File: src/rtl/line_table_writer_pkg.sv
// -----------------------------------------------------------------------------
// line_pkg: shared definitions for the line table writer and its reader side.
//   state_e     : writer FSM states (expect x half, expect y half, table full)
//   pack_halves : packs an x half above a y half, for any half width
//                 up to MAX_HALF_W; callers size-cast the result to W bits.
// -----------------------------------------------------------------------------
package line_pkg;

   typedef enum logic [1:0] {
      S_X    = 2'd0,
      S_Y    = 2'd1,
      S_FULL = 2'd2
   } state_e;

   localparam int MAX_HALF_W = 32;

   // x lands at bit half_w and above, y fills the bits below it.
   function automatic logic [2*MAX_HALF_W-1:0] pack_halves(
      input logic [MAX_HALF_W-1:0] x,
      input logic [MAX_HALF_W-1:0] y,
      input int unsigned           half_w
   );
      pack_halves = ({{MAX_HALF_W{1'b0}}, x} << half_w) | {{MAX_HALF_W{1'b0}}, y};
   endfunction

endpackage

File: src/rtl/line_table_writer_if.sv
// -----------------------------------------------------------------------------
// line_table_writer_if: half-word stream into the line table writer.
//   in_valid : a half-word is presented (master -> slave)
//   in_data  : W/2-bit half-word payload (master -> slave)
//   in_last  : on an x half, closes the line early with y = 0 (master -> slave)
//   in_ready : writer can accept a half-word this cycle (slave -> master)
// -----------------------------------------------------------------------------
interface line_table_writer_if #(
   parameter int W = 8
);
   logic           in_valid;
   logic           in_ready;
   logic [W/2-1:0] in_data;
   logic           in_last;

   modport master (output in_valid, output in_data, output in_last, input in_ready);
   modport slave  (input in_valid, input in_data, input in_last, output in_ready);
endinterface

File: src/rtl/line_table_writer.sv
// -----------------------------------------------------------------------------
// line_table_writer: builds DEPTH packed lines {x, y} from a stream of half
// words (x first, then y) and commits each to the next free table entry.
// Ports:
//   clk, rst    : clock, synchronous active-high reset
//   clr         : synchronous table clear, same effect as rst
//   in_if       : half-word stream (slave side)
//   table_out   : DEPTH lines, entry 0 = first written, uncommitted = 0
//   valid_mask  : bit i set once entry i holds a committed line
//   wr_ptr      : index of the next entry to be written
//   full        : all DEPTH entries committed; input stalls until rst/clr
// -----------------------------------------------------------------------------
module line_table_writer
   import line_pkg::*;
#(
   parameter int W     = 8,
   parameter int DEPTH = 4
) (
   input  logic                          clk,
   input  logic                          rst,
   input  logic                          clr,
   line_table_writer_if.slave            in_if,
   output logic [DEPTH-1:0][W-1:0]       table_out,
   output logic [DEPTH-1:0]              valid_mask,
   output logic [$clog2(DEPTH)-1:0]      wr_ptr,
   output logic                          full
);

   localparam int HALF_W = W / 2;
   localparam int PTR_W  = $clog2(DEPTH);
   localparam logic [PTR_W-1:0] LAST_IDX = PTR_W'(DEPTH - 1);

   // Field order must match the reader's declaration of the same struct.
   typedef struct packed {
      logic [HALF_W-1:0] x;
      logic [HALF_W-1:0] y;
   } line_t;

   state_e                    state_q, state_d;
   logic [PTR_W-1:0]          ptr_q, ptr_d;
   logic                      full_q, full_d;
   logic [HALF_W-1:0]         stage_q, stage_d;
   line_t [DEPTH-1:0]         table_q;
   logic [DEPTH-1:0]          valid_q;
   logic                      commit;
   line_t                     line_d;
   logic                      xfer;

   assign xfer = in_if.in_valid && in_if.in_ready;

   // Ready depends only on reset/clear and the registered state.
   always_comb begin
      in_if.in_ready = !rst && !clr && (state_q != S_FULL);
   end

   always_comb begin
      state_d = state_q;
      ptr_d   = ptr_q;
      full_d  = full_q;
      stage_d = stage_q;
      commit  = 1'b0;
      line_d  = '0;
      if (xfer) begin
         case (state_q)
            S_X: begin
               if (in_if.in_last) begin
                  commit = 1'b1;
                  line_d = line_t'(W'(pack_halves(MAX_HALF_W'(in_if.in_data), '0, HALF_W)));
               end else begin
                  stage_d = in_if.in_data;
                  state_d = S_Y;
               end
            end
            S_Y: begin
               commit = 1'b1;
               line_d = line_t'(W'(pack_halves(MAX_HALF_W'(stage_q),
                                               MAX_HALF_W'(in_if.in_data), HALF_W)));
            end
            default: ;
         endcase
      end
      // The last entry parks the pointer and stops intake; no wrap-around.
      if (commit) begin
         if (ptr_q == LAST_IDX) begin
            full_d  = 1'b1;
            state_d = S_FULL;
         end else begin
            ptr_d   = ptr_q + 1'b1;
            state_d = S_X;
         end
      end
   end

   always_ff @(posedge clk) begin
      if (rst || clr) begin
         state_q <= S_X;
         ptr_q   <= '0;
         full_q  <= 1'b0;
         stage_q <= '0;
         table_q <= '0;
         valid_q <= '0;
      end else begin
         state_q <= state_d;
         ptr_q   <= ptr_d;
         full_q  <= full_d;
         stage_q <= stage_d;
         if (commit) begin
            table_q[ptr_q] <= line_d;
            valid_q[ptr_q] <= 1'b1;
         end
      end
   end

   assign table_out  = table_q;
   assign valid_mask = valid_q;
   assign wr_ptr     = ptr_q;
   assign full       = full_q;

endmodule

File: src/flat_wrapper.sv
// flat-port wrapper written by rule: the top's interface ports become plain ports
module line_table_writer_flat import line_pkg::*;
#(
   parameter int W     = 8,
   parameter int DEPTH = 4
)
  (clk, rst, clr, table_out, valid_mask, wr_ptr, full, in_if_in_valid, in_if_in_data, in_if_in_last, in_if_in_ready);
  line_table_writer_if #(.W(W)) in_if_i ();
  input  logic clk;
  input  logic rst;
  input  logic clr;
  output logic [DEPTH-1:0][W-1:0] table_out;
  output logic [DEPTH-1:0] valid_mask;
  output logic [$clog2(DEPTH)-1:0] wr_ptr;
  output logic full;
  input wire logic [$bits(in_if_i.in_valid)-1:0] in_if_in_valid;
  input wire logic [$bits(in_if_i.in_data)-1:0] in_if_in_data;
  input wire logic [$bits(in_if_i.in_last)-1:0] in_if_in_last;
  output wire logic [$bits(in_if_i.in_ready)-1:0] in_if_in_ready;
  assign in_if_i.in_valid = in_if_in_valid;
  assign in_if_i.in_data = in_if_in_data;
  assign in_if_i.in_last = in_if_in_last;
  assign in_if_in_ready = in_if_i.in_ready;
  line_table_writer #(.W(W), .DEPTH(DEPTH)) u_core (.clk(clk), .rst(rst), .clr(clr), .in_if(in_if_i), .table_out(table_out), .valid_mask(valid_mask), .wr_ptr(wr_ptr), .full(full));
endmodule
File: config.mk
export PLATFORM = sky130hd
export DESIGN_NAME = line_table_writer_flat
export DESIGN_NICKNAME = d
export VERILOG_FILES = /design/src/rtl/line_table_writer_pkg.sv /design/src/rtl/line_table_writer_if.sv /design/src/rtl/line_table_writer.sv /design/src/flat_wrapper.sv
export SDC_FILE = /design/constraint.sdc
export NUM_CORES = 1
export LEC_CHECK = 0
export CAP_MARGIN = 20
export CORE_MARGIN = 2
export CORE_UTILIZATION = 52
export DETAILED_ROUTE_END_ITERATION = 10
export PLACE_DENSITY = 0.87
export REMOVE_ABC_BUFFERS = 1
export SYNTH_ARGS = -nofsm -noshare
export SYNTH_HDL_FRONTEND = slang
export SYNTH_SLANG_ARGS = --single-unit
export TNS_END_PERCENT = 20
File: constraint.sdc
create_clock -name clk -period 3.74 [get_ports clk]
set_clock_uncertainty 0.05 [all_clocks]
set_input_delay 0.561 -clock clk [delete_from_list [all_inputs] [get_ports clk]]
set_output_delay 0.561 -clock clk [all_outputs]
set_load 0.005 [all_outputs]
==> results.py <==
metrics = {
    "run": {
        "cap_violations": 0,
    },
    "yosys": {
        "synth-main-ff-cell": "dfxtp_1",
        "synthArstFlopShare": 0,
        "synth_cells": 217,
        "synth.distinct_cells": 26,
        "synth_edf_count": 0,
        "yosysSeqAreaShare": 0.4618,
        "synth_top_area_frac": 0.4618,
        "synthesis.area_um2": 1951,
        "synth_area_leader_cell": "dfxtp_1",
        "synth_area_per_cell_um2": 8.989,
        "synth.area.top_cells": "dfxtp_1, a21oi_1, o21ai_0",
        "ys_ff_latch": 45,
        "yosys_warnings": 0,
    },
    "finish": {
        "layout_commonest_cell": "clkdlybuf4s50_1",
        "area_growth_pct": 32.07,
        "finalNetCount": 272,
        "final_cell_mix": "clkdlybuf4s50_1, dfxtp_1, a21oi_1",
        "seq_area_um2": 900.9,
        "fillerInstances": 301,
        "drive_gt1_frac": 0.05769,
        "multi_input_area_um2": 977.2,
        "diodes": 0,
        "finalNonFillerCells": 308,
    },
    "routing": {
        "via_per_inst": 5.912,
        "drt_iter0_markers": 106,
        "first_pass_iters": 4,
        "vias": 1821,
        "wirelength_mm": 4.694,
        "post-route-drc-count": 0,
        "wl_per_cell_um": 15.24,
        "drtAntennaViolNets": 0,
    },
    "pwr": {
        "p_comb_frac": 0.058,
        "p_sw_mw": 0.1937,
        "power-per-cell-area_nw_per_um2": 353.4,
        "seqPwrFrac": 0.529,
        "swShare": 0.2127,
        "finalPower_mw": 0.9105,
        "clock_power_share": 0.414,
        "ir_drop_mv": 0.2542,
        "p_int_mw": 0.7169,
        "p_leak_nw": 0.8029,
    },
    "worst_setup_path": {
        "crit_top_cell": "clkdlybuf4s50_1",
        "worstSetupPathType": "in -> out",
        "required_ns": 3.13,
        "critPathLaunchType": "primary input",
        "endpoint_kind": "output pin",
        "critPathArrivalTime_ns": 2.03,
        "crit_fanout": 6,
        "worstRegToRegCells": 3,
        "cpPeakStageDelay_ns": 0.51,
        "reg2reg_setup_slack_ns": 1.56,
        "path_cells": "clkdlybuf4s50_1 -> or2_2 -> a21oi_1 -> clkdlybuf4s50_1",
        "cpMaxStageDelayCell": "clkdlybuf4s50_1",
    },
    "run_status": {
        "status": "finished, final reports clean",
    },
    "sta": {
        "finalCriticalPeriod_ns": 2.636,
        "setup_slack_ns": 1.104,
        "worst_pin_slew_ns": 0.9519,
        "setup_viol": 0,
        "fin_crit_sh": 0.7049,
        "finalHoldViolCount": 0,
        "fmax_ghz": 0.3793,
        "setup_tns_ns": 0,
        "rsz0062_at_grt": "no",
        "slew_headroom": 0.3587,
        "drv_slew": 0,
    },
    "placed_design": {
        "gp_congestion": 0.7931,
        "dp.cells": 300,
        "place_ws_ns": 1.102,
        "numPortBuffers": 48,
        "dp_hpwl_mm": 3.241,
    },
    "global_routing": {
        "overflow": 0,
        "grt_usage": 0.2362,
        "grt_max_degree": 40,
        "grt_first_pass_wirelength_mm": 7.762,
        "antenna_found_initial": 0,
        "first_global_vias": 1628,
    },
    "clocking": {
        "postCtsSetupBuffers": 0,
        "cts_made_buffers": 5,
        "cts_hold_buf": 0,
        "htree_levels": 2,
        "cts_tree": "yes",
        "ctsResizeCount": 0,
        "clock-sinks": 45,
        "clk_latency_ns": 0.30,
        "clk_pin_slew_ns": 0.08,
        "clockBufferDepth": 2,
        "root_buffer": "clkbuf_8",
    },
    "floorplan": {
        "start_util": 0.5368,
        "rows": 22,
        "die_area_um2": 4257,
        "die_y_um": 65.25,
        "core_um2": 3633,
        "die_x_um": 65.25,
        "boundaryPins": 49,
    },
    "worst_hold_path": {
        "hold_class": "reg -> reg",
        "holdPathStages": 2,
    },
}
[worst max-delay path: cells and delay by family]
family                 cells  cell delay [ns]
buffers and inverters      2             1.01
AO/OA/AOI/OAI              1             0.12
AND/OR/NAND/NOR            1             0.34
[stage by stage]
stage | hold WS (ns) | utilization | cell area [um^2]
floorplan | 0.3989 | - | 1884
CTS | 0.4235 | 0.7090 | 2576
finish | 0.4229 | 0.7090 | 2576
global placement | 0.4014 | 0.6770 | 2460
global route | 0.4476 | 0.7090 | 2576
detailed placement | 0.4074 | 0.6770 | 2460
[layout make-up]
| cell class | count | area share |
|---|---|---|
| Inverter | 3 | 0.004371 |
| Multi-Input combinational cell | 152 | 0.3793 |
| Clock inverter | 1 | 0.01166 |
| Sequential cell | 45 | 0.3497 |
| Tap cell | 48 | 0.02331 |
| Timing Repair Buffer | 52 | 0.1982 |
| Clock buffer | 7 | 0.03351 |
[flip-flops by register name, indices dropped and copies added (netlist names)]
name and count:
u_core.table_out 32, u_core.valid_mask 4, u_core.stage_q 4, u_core.full 1, u_core.state_q 2, u_core.wr_ptr 2
[layer usage]
layer,global-route usage,wire (um)
met3,0.04795,239
met4,0.08073,74
met1,0.3182,2090
met5,0,0
met2,0.3776,2290
[power by group through the flow]
stage | logic (mW) | registers [mW] | clock network [mW]
after floorplan | 0.0243 | 0.492 | 0
after global placement | 0.0518 | 0.493 | 0
after detailed placement | 0.0520 | 0.493 | 0
after CTS | 0.0523 | 0.481 | 0.384
after global routing | 0.0575 | 0.482 | 0.409
final | 0.0526 | 0.481 | 0.377
[logic make-up after synthesis]
family | after synthesis | synth area share
AOI/OAI and AO/OA | 102 | 0.3002
and+or+nand+nor | 46 | 0.1726
DFF | 45 | 0.4618
buffers and inverters | 20 | 0.03977
adders and majority gates | 4 | 0.02566
[Yosys cell counts (2+ instances only)]
library cell,n
dfxtp_1,45
a21oi_1,39
o21ai_0,32
clkbuf_1,15
nand4b_1,15
o21a_1,10
a211oi_1,8
o211ai_1,8
nor2_1,7
and3b_1,6
nand3_1,5
and2_1,4
ha_1,4
inv_1,3
a31oi_1,2
buf_2,2
o31ai_1,2
or4b_1,2
[path summary, 6_finish.rpt]
check                    startpoint                 to
setup / recovery                clr     in_if_in_ready
hold / removal    u_core.stage_q[2]  u_core.stage_q[2]
setup reg to reg  u_core.state_q[1]   u_core.wr_ptr[1]
hold reg to reg   u_core.stage_q[2]  u_core.stage_q[2]
(Power assumes the default switching activity.)
